**src/rtl/proc_pkg.sv**
```systemverilog
`default_nettype none
// ============================================================================
// Module      : proc_pkg
// Description : Shared types and field widths for the 16-bit processor control.
// Revision    : 1.0 - initial release
// ============================================================================
package proc_pkg;

    localparam int unsigned INSTR_W   = 16;
    localparam int unsigned OP_W      = 4;
    localparam int unsigned REG_W     = 4;
    localparam int unsigned D_ADDR_W  = 8;
    localparam int unsigned ALU_SEL_W = 3;

    typedef enum logic [3:0] {
        S_INIT   = 4'd0,
        S_FETCH  = 4'd1,
        S_DECODE = 4'd2,
        S_NOOP   = 4'd3,
        S_STORE  = 4'd4,
        S_LOAD_A = 4'd5,
        S_LOAD_B = 4'd6,
        S_ALU_OP = 4'd7,
        S_HALT   = 4'd8
    } state_t;

    typedef enum logic [OP_W-1:0] {
        OP_NOOP  = 4'h0,
        OP_STORE = 4'h1,
        OP_LOAD  = 4'h2,
        OP_ADD   = 4'h3,
        OP_SUB   = 4'h4,
        OP_HALT  = 4'h5,
        OP_XOR   = 4'h6,
        OP_OR    = 4'h7,
        OP_AND   = 4'h8,
        OP_MOV   = 4'h9,
        OP_INC   = 4'hA
    } opcode_t;

    typedef logic [ALU_SEL_W-1:0] alu_sel_t;

    localparam alu_sel_t ALU_ZERO = 3'd0;
    localparam alu_sel_t ALU_ADD  = 3'd1;
    localparam alu_sel_t ALU_SUB  = 3'd2;
    localparam alu_sel_t ALU_PASS = 3'd3;
    localparam alu_sel_t ALU_XOR  = 3'd4;
    localparam alu_sel_t ALU_OR   = 3'd5;
    localparam alu_sel_t ALU_AND  = 3'd6;
    localparam alu_sel_t ALU_INC  = 3'd7;

endpackage
`default_nettype wire

```
**src/rtl/alu_sel_decode.sv**
```systemverilog
`default_nettype none
// ============================================================================
// Module      : alu_sel_decode
// Description : Opcode to ALU function select, with ALU-class and illegal flags.
// Revision    : 1.0 - initial release
// ============================================================================
module alu_sel_decode
    import proc_pkg::*;
(
    input  opcode_t  i_op,
    output alu_sel_t o_alu_sel,
    output logic     o_is_alu_op,
    output logic     o_is_illegal
);

    always_comb begin
        o_alu_sel   = ALU_ZERO;
        o_is_alu_op = 1'b1;
        case (i_op)
            OP_ADD:  o_alu_sel = ALU_ADD;
            OP_SUB:  o_alu_sel = ALU_SUB;
            OP_XOR:  o_alu_sel = ALU_XOR;
            OP_OR:   o_alu_sel = ALU_OR;
            OP_AND:  o_alu_sel = ALU_AND;
            OP_MOV:  o_alu_sel = ALU_PASS;
            OP_INC:  o_alu_sel = ALU_INC;
            default: o_is_alu_op = 1'b0;
        endcase
    end

    // Opcodes above INC have no defined behaviour
    assign o_is_illegal = (i_op > OP_INC);

endmodule
`default_nettype wire

```
**src/rtl/control_unit.sv**
```systemverilog
`default_nettype none
// ============================================================================
// Module      : control_unit
// Description : Multi-cycle fetch/decode/execute control FSM for the datapath.
// Revision    : 1.0 - initial release
// ============================================================================
module control_unit
    import proc_pkg::*;
(
    input  logic        Clk,
    input  logic        ResetN,
    input  logic [15:0] IR,
    output logic        PC_clr,
    output logic        PC_up,
    output logic        IR_ld,
    output logic [7:0]  D_addr,
    output logic        D_wr,
    output logic        RF_s,
    output logic [3:0]  RF_W_addr,
    output logic        RF_W_en,
    output logic [3:0]  RF_Ra_addr,
    output logic [3:0]  RF_Rb_addr,
    output logic [2:0]  ALU_s,
    output logic        Halt,
    output logic        Illegal,
    output logic [15:0] InstrCount,
    output logic [3:0]  CurState
);

    state_t      r_state;
    state_t      w_next;
    logic [15:0] r_instr_count;
    logic        r_illegal;
    opcode_t     w_op;
    alu_sel_t    w_alu_sel;
    logic        w_is_alu_op;
    logic        w_is_illegal;
    logic        w_retire;

    assign w_op = opcode_t'(IR[15:12]);

    alu_sel_decode u_alu_sel_decode (
        .i_op         (w_op),
        .o_alu_sel    (w_alu_sel),
        .o_is_alu_op  (w_is_alu_op),
        .o_is_illegal (w_is_illegal)
    );

    assign w_retire = (r_state == S_NOOP)  || (r_state == S_STORE) ||
                      (r_state == S_LOAD_B) || (r_state == S_ALU_OP);

    always_ff @(posedge Clk) begin
        if (!ResetN) begin
            r_state       <= S_INIT;
            r_instr_count <= 16'd0;
            r_illegal     <= 1'b0;
        end else begin
            r_state <= w_next;
            if (w_retire) begin
                r_instr_count <= r_instr_count + 16'd1;
            end
            if ((r_state == S_DECODE) && w_is_illegal) begin
                r_illegal <= 1'b1;
            end
        end
    end

    always_comb begin
        w_next     = r_state;
        PC_clr     = 1'b0;
        PC_up      = 1'b0;
        IR_ld      = 1'b0;
        D_addr     = 8'd0;
        D_wr       = 1'b0;
        RF_s       = 1'b0;
        RF_W_addr  = 4'd0;
        RF_W_en    = 1'b0;
        RF_Ra_addr = 4'd0;
        RF_Rb_addr = 4'd0;
        ALU_s      = ALU_ZERO;
        Halt       = 1'b0;
        case (r_state)
            S_INIT: begin
                PC_clr = 1'b1;
                w_next = S_FETCH;
            end
            S_FETCH: begin
                IR_ld  = 1'b1;
                PC_up  = 1'b1;
                w_next = S_DECODE;
            end
            S_DECODE: begin
                // Illegal opcodes fall through to NOOP so they still retire
                if (w_op == OP_STORE) begin
                    w_next = S_STORE;
                end else if (w_op == OP_LOAD) begin
                    w_next = S_LOAD_A;
                end else if (w_op == OP_HALT) begin
                    w_next = S_HALT;
                end else if (w_is_alu_op) begin
                    w_next = S_ALU_OP;
                end else begin
                    w_next = S_NOOP;
                end
            end
            S_NOOP: begin
                w_next = S_FETCH;
            end
            S_STORE: begin
                D_addr     = IR[7:0];
                RF_Ra_addr = IR[11:8];
                D_wr       = 1'b1;
                w_next     = S_FETCH;
            end
            S_LOAD_A: begin
                D_addr = IR[11:4];
                w_next = S_LOAD_B;
            end
            S_LOAD_B: begin
                D_addr    = IR[11:4];
                RF_s      = 1'b1;
                RF_W_addr = IR[3:0];
                RF_W_en   = 1'b1;
                w_next    = S_FETCH;
            end
            S_ALU_OP: begin
                RF_Ra_addr = IR[11:8];
                RF_Rb_addr = IR[7:4];
                RF_W_addr  = IR[3:0];
                RF_W_en    = 1'b1;
                ALU_s      = w_alu_sel;
                w_next     = S_FETCH;
            end
            S_HALT: begin
                Halt   = 1'b1;
                w_next = S_HALT;
            end
            default: begin
                w_next = S_INIT;
            end
        endcase
    end

    assign Illegal    = r_illegal;
    assign InstrCount = r_instr_count;
    assign CurState   = r_state;

endmodule
`default_nettype wire

```
**config.mk**
```make
export PLATFORM = sky130hd
export DESIGN_NAME = control_unit
export DESIGN_NICKNAME = d
export VERILOG_FILES = /design/src/rtl/proc_pkg.sv /design/src/rtl/alu_sel_decode.sv /design/src/rtl/control_unit.sv
export SDC_FILE = /design/constraint.sdc
export NUM_CORES = 1
export LEC_CHECK = 0
export BUFFER_PORTS_ARGS = -buffer_cell sky130_fd_sc_hd__buf_2
export CAP_MARGIN = 20
export CELL_PAD_IN_SITES_DETAIL_PLACEMENT = 0
export CELL_PAD_IN_SITES_GLOBAL_PLACEMENT = 1
export CORE_MARGIN = 10
export CORE_UTILIZATION = 32
export CTS_CLUSTER_DIAMETER = 150
export DETAILED_ROUTE_END_ITERATION = 6
export GPL_TIMING_DRIVEN = 0
export PLACE_DENSITY_LB_ADDON = 0.1
export REMOVE_ABC_BUFFERS = 1
export SKIP_CTS_REPAIR_TIMING = 1
export SLEW_MARGIN = 25
export SYNTH_ARGS = -nofsm -noshare
export SYNTH_HDL_FRONTEND = slang
export SYNTH_SLANG_ARGS = --single-unit
```
**constraint.sdc**
```tcl
create_clock -name Clk -period 1.61 [get_ports Clk]
set_input_delay 0.322 -clock Clk [delete_from_list [all_inputs] [get_ports Clk]]
set_output_delay 0.322 -clock Clk [all_outputs]
set_load 0.03 [all_outputs]
```
==> summary.md, run 1 <==
| Metric | Value |
|---|---|
| Leakage | 1.111 nW |
| Final hold violations | 0 |
| Failing checks | negative setup slack |
| Sequential share of power | 42.0% |
| Most frequent cells in the layout | buf_2, buf_4, nand2_1 |
| CP Capture Type | output port |
| Top FF cell, synth | dfxtp_1 |
| Gr ovfl total | 0 |
| Share of the synthesized area in the top cell type | 28.26% |
| Initial DRC count | 77 |
| Post-synth EDFFs | 0 |
| Max-cap violations | 0 |
| DR pass1 iterations | 4 |
| IO Port Bufs | 68 |
| Initial antenna violation count | 0 |
| RSZ-0062 raised after global routing | yes |
| F_max | 573.0 MHz |
| Hold crit path type | in -> reg |
| Worst vdd ir | 390.7 uV |
| Total number of H-tree levels | 1 |
| Synth area leaders | dfxtp_1, nand2b_1, a21oi_1 |
| Routed vias/inst | 5.142 |
| Largest net degree at the start of global routing | 30 |
| Post-route cell area | 2371 um2 |
| Full die area | 7777 um2 |
| DP Area | 1829 um2 |
| Register area | 435.4 um2 |
| Syn. warnings | 0 |
| Initial Utilization | 33.70% |
| Crit share post-route | 108.4% |
| Setup Crit Path Kind | reg -> out |
| Detailed Place HPWL | 3.320 mm |
| Post-synthesis sequential area ratio | 28.26% |
| Skew-Pair Late Insertion Delay | 0.26 ns |
| CP Data Arrival Time | 1.42 ns |
| First-pass GRT wire length | 6.831 mm |
| Core Rows | 24 |
| Synth unique cells | 36 |
| Maximum clock insertion buffer count | 2 |
| Worst path max stage delay | 0.38 ns |
| # diodes | 0 |
| Final setup fails | 27 |
| Status | finished, violations left |
| NumNets Final | 293 |
| Setup ws final | -0.1354 ns |
| Slowest-stage cell, CP | dfxtp_4 |
| Root Driver | clkbuf_8 |
| Cts bufs inserted | 3 |
| Setup TNS Final | -1.844 ns |
| Synth Area per Inst | 7.668 um2 |
| TritonCTS clock tree | yes |
| Largest area contributor in the synthesized netlist | dfxtp_1 |
| Placer Congestion | 0.7407 |
| CP required | 1.29 ns |
| Gate power share | 32.0% |
| Post-route ant nets | 0 |
| Max-slew headroom | 70.96% |
| Die height | 88.19 um |
| P_int | 0.8881 mW |
| Number of global-route vias before repair | 1428 |
| Final Util | 53.71% |
| Routed len/inst | 15.14 um |
| Vias | 1671 |
| I/O pins | 69 |
| Power share of the clock group | 26.0% |
| # DRC | 0 |
| Yosys reg bits | 21 |
| Final hold slack | 0.4621 ns |
| Worst-path cell chain | nor2b_4, and2_4, nand2_4, a21oi_2, buf_6 |
| GRT Total Usage | 10.53% |
| Fillers | 424 |
| Skew final | 0.003466 ns |
| Slew Viols, Final | 0 |
| Pwr Density | 551.7 nW/um2 |
| Mapped Area | 1488 um2 |
| Flop2flop setup slack | -0.06 ns |
| Post-layout min period | 1.745 ns |
| Startpoint types | register |
| Synth-to-layout area growth | 59.38% |
| Crit-path max FO | 7 |
| Post-Synthesis Cells | 194 |
| Most common cell after layout, fill and taps aside | buf_2 |
| Ys async rst share | 0% |
| Share of post-route cells with drive strength above 1 | 47.62% |
| Detailed Route WL | 4.922 mm |
| Reg clk slew, reported paths | 0.07 ns |
| Net Sw Frac | 32.11% |
| Slew @ Worst Pin | 0.4356 ns |
| Area occupied by multi-input gates | 1182 um2 |
| Die width | 88.19 um |
| CTS Sinks | 21 |
| Sw Pwr | 0.4201 mW |
| Core ar. | 4414 um2 |
## cells in the mapped netlist, types with 2 or more instances
master / count
nor4b_1: 3
nor2_1: 10
buf_2: 3
a21oi_1: 17
o21ai_0: 4
nand2b_1: 19
nor4_1: 2
clkbuf_1: 8
nand4_1: 4
a211oi_1: 8
a21boi_0: 2
nand2_1: 21
dfxtp_1: 21
xor2_1: 4
and3_1: 9
mux2i_1: 8
or3_1: 2
nand3_1: 5
and2_1: 10
nor2b_1: 13
nor3_1: 6
## state kept, by name (all words and copies together) (netlist names)
| signal | count |
|---|---|
| CurState | 4 |
| Illegal | 1 |
| InstrCount | 16 |
## stage by stage
| step | power (mW) | setup WS (ns) | cells |
|---|---|---|---|
| after floorplan | 0.7414 | -1.047 | 181 |
| after detailed placement | 0.8421 | -0.5784 | 301 |
| after CTS | 1.188 | -0.8191 | 305 |
| after global routing | 1.381 | -0.2051 | 325 |
| after global placement | 0.8410 | -0.5814 | 301 |
| final | 1.308 | -0.1354 | 325 |
## power by group through the flow
stage | Clock [mW] | Sequential [mW] | Combinational [mW]
after floorplan | 0 | 0.593 | 0.148
after global placement | 0 | 0.585 | 0.256
after detailed placement | 0 | 0.585 | 0.257
after CTS | 0.358 | 0.573 | 0.257
after global routing | 0.379 | 0.551 | 0.451
final | 0.341 | 0.549 | 0.418
## kinds of logic after synthesis
family / synth area share (%)
compound gates: 13.63
xor+xnor: 2.944
fa+ha+maj: 0.8409
buf+inv: 4.541
flops: 28.26
mux: 6.897
simple gates: 42.89
## final cells by class
type,count,share of cell area [%]
multi-input combinational,160,49.87
timing repair buffer,87,26.97
sequential,21,18.36
tap,52,2.744
clock buffer,4,1.900
inverter,1,0.1583
## final timing paths
kind / startpoint / to / cells past startpoint
worst max register to register: CurState[1] / InstrCount[11] / 7
worst max-delay path: CurState[2] / ALU_s[0] / 5
worst min-delay path: IR[15] / CurState[0] / 3
worst min register to register: InstrCount[15] / InstrCount[15] / 2
## critical path: cells and delay by family, from the launching register on
family                 cells  cell delay (ns)
AOI/OAI and AO/OA          1             0.13
DFF                        1             0.38
buffers and inverters      1             0.15
and+or+nand+nor            3             0.51
## routing by layer
layer | vias up | part of all wire, % | global-route usage (%)
met4 | 0 | 0.39 | 0.4280
met3 | 4 | 6.7 | 3.993
met1 | 782 | 43 | 13.16
met5 | - | 0 | 0
met2 | 37 | 50 | 17.60
li1 | 848 | - | -
No activity file was read; power rests on OpenSTA's default activity.
==> run 2, diff against run 1 <==
--- a/config.mk
+++ b/config.mk
@@ -5,12 +5,13 @@
 export SDC_FILE = /design/constraint.sdc
 export NUM_CORES = 1
 export LEC_CHECK = 0
+export ABC_AREA = 1
 export BUFFER_PORTS_ARGS = -buffer_cell sky130_fd_sc_hd__buf_2
 export CAP_MARGIN = 20
 export CELL_PAD_IN_SITES_DETAIL_PLACEMENT = 0
 export CELL_PAD_IN_SITES_GLOBAL_PLACEMENT = 1
 export CORE_MARGIN = 10
-export CORE_UTILIZATION = 32
+export CORE_UTILIZATION = 29
 export CTS_CLUSTER_DIAMETER = 150
 export DETAILED_ROUTE_END_ITERATION = 6
 export GPL_TIMING_DRIVEN = 0
==> run 2 against run 1 <==
The flow still finishes with violations (negative setup slack). Area after synthesis shrank 9.8%. Synthesized cell count is 17% higher. Highest routed layer unchanged. Non-clock buffer count down 12. First-iteration DRC count is 23% lower. Cell area fell by 12%. Register-to-register slack better by 0.25 ns.
==> summary.md, run 2 <==
| Metric | Value |
|---|---|
| IO Port Bufs | 68 |
| Yosys reg bits | 21 |
| Reg clk slew, reported paths | 0.09 ns |
| Routed len/inst | 12.59 um |
| Die width | 88.01 um |
| Initial DRC count | 59 |
| I/O pins | 69 |
| Core Rows | 24 |
| Detailed Route WL | 4.471 mm |
| Worst vdd ir | 580.5 uV |
| Setup Crit Path Kind | reg -> out |
| Root Driver | clkbuf_8 |
| F_max | 550.0 MHz |
| # diodes | 0 |
| Max-slew headroom | 81.12% |
| First-pass GRT wire length | 6.603 mm |
| Most frequent cells in the layout | nor2_1, nand2_1, buf_2 |
| Maximum clock insertion buffer count | 2 |
| DP Area | 1724 um2 |
| Pwr Density | 706.5 nW/um2 |
| Crit-path max FO | 7 |
| Worst slack, placed | -0.1140 ns |
| Total power | 1.482 mW |
| Worst-path cell chain | inv_4, nor2_4, nand2_4, nor2_4, inv_4, a211oi_2, buf_4 |
| Post-Synthesis Cells | 227 |
| Top post-synthesis cells by count | nor2_1, nand2_1, inv_1, dfxtp_1, a21oi_1 |
| Final setup fails | 24 |
| Full die area | 7746 um2 |
| Number of global-route vias before repair | 1448 |
| # DRC | 0 |
| Synth unique cells | 25 |
| Detailed Place HPWL | 3.435 mm |
| Leakage | 1.096 nW |
| Largest area contributor in the synthesized netlist | dfxtp_1 |
| Initial Utilization | 30.39% |
| Top FF cell, synth | dfxtp_1 |
| Vias | 1610 |
| NumNets Final | 323 |
| Cts bufs inserted | 3 |
| Setup ws final | -0.2082 ns |
| Share of post-route cells with drive strength above 1 | 38.61% |
| Failing checks | negative setup slack |
| Startpoint types | register |
| Syn. warnings | 0 |
| Gr ovfl total | 0 |
| Status | finished, violations left |
| Skew final | 0.009387 ns |
| Most common cell after layout, fill and taps aside | nor2_1 |
| Slew @ Worst Pin | 0.2832 ns |
| Synth area leaders | dfxtp_1, nor2_1, nand2_1 |
| CP Data Arrival Time | 1.50 ns |
| GRT Total Usage | 10.32% |
| Core ar. | 4414 um2 |
| Synth Area per Inst | 5.909 um2 |
| Mapped Area | 1341 um2 |
| DR pass1 iterations | 4 |
| Share of the synthesized area in the top cell type | 31.34% |
| TritonCTS clock tree | yes |
| Skew-Pair Late Insertion Delay | 0.26 ns |
| Post-synth EDFFs | 0 |
| Top-count cell post-synth | nor2_1 |
| Post-synthesis sequential area ratio | 31.34% |
| Slew Viols, Final | 0 |
| CTS Sinks | 21 |
| Placer Congestion | 0.7933 |
| Ys async rst share | 0% |
| RSZ-0062 raised after global routing | yes |
| Initial antenna violation count | 0 |
| Final hold violations | 0 |
| Post-route cell area | 2098 um2 |
| Routed vias/inst | 4.535 |
| Synth-to-layout area growth | 56.44% |
| CP Capture Type | output port |
| Post-route ant nets | 0 |
| Worst path max stage delay | 0.38 ns |
| Slowest-stage cell, CP | dfxtp_4 |
| Total number of H-tree levels | 1 |
| Largest net degree at the start of global routing | 16 |
| Fillers | 492 |
| Max-cap violations | 0 |
| Max reg flops | 16 |
| Die height | 88.01 um |
| CP required | 1.29 ns |
| Post-layout min period | 1.818 ns |
| Crit share post-route | 112.9% |
| Hold crit path type | in -> reg |
==> run 2: layout make-up <==
cell class                 count  area, um2  share of cell area [%]
clock buffer                   3      41.29                   1.968
sequential                    21      432.9                   20.63
inverter                      42      167.7                   7.990
clock inverter                 1      7.507                  0.3578
tap                           52      65.06                   3.101
multi-input combinational    161      884.6                   42.16
timing repair buffer          75      499.2                   23.79
==> run 2: worst max-delay path, delay by kind of cell (launching register included) <==
| kind | cells | cell delay (ns) |
|---|---|---|
| compound gates | 1 | 0.19 |
| buf+inv | 3 | 0.31 |
| flops | 1 | 0.38 |
| simple gates | 3 | 0.34 |
==> run 2: kinds of logic (layout without fill, tap and decap cells) <==
group	Yosys count	in the layout	synth area share [%]
and+or+nand+nor	128	128	40.76
buffers and inverters	45	121	13.43
AOI/OAI and AO/OA	32	32	13.53
DFF	21	21	31.34
adders and majority gates	1	1	0.9327
==> run 2: final timing paths <==
path,slack (ns),depth (start not counted),startpoint,to
setup / recovery,-0.21,7,CurState[2],ALU_s[1]
hold / removal,0.39,3,IR[14],CurState[1]
setup reg to reg,0.19,9,CurState[2],InstrCount[9]
hold reg to reg,0.48,2,Illegal,Illegal
==> run 2: metrics by stage <==
stage                     util (%)  instances  TNS, ns  hold WS, ns
final                        47.53        355   -2.727       0.3944
after floorplan                  -        224   -9.764       0.4426
after CTS                    40.16        348   -6.784       0.3837
after global routing         47.53        355   -4.822       0.4300
after global placement       39.06        344  -0.6290       0.4515
after detailed placement     39.06        344  -0.4939       0.4595
==> run 2: power breakdown <==
group / internal, mW / leakage [nW] / switching, mW
Clock: 0.175 / 0.0217 / 0.183
Sequential: 0.548 / 0.172 / 0.0310
Combinational: 0.173 / 0.902 / 0.372
Total: 0.896 / 1.10 / 0.587
==> run 2: routing by layer <==
metal	wire, um	up-vias	GRT usage (%)
met1	1884	716	11.61
met4	14	0	1.284
met3	334	2	4.735
li1	-	861	-
met5	0	-	0
met2	2237	31	17.92
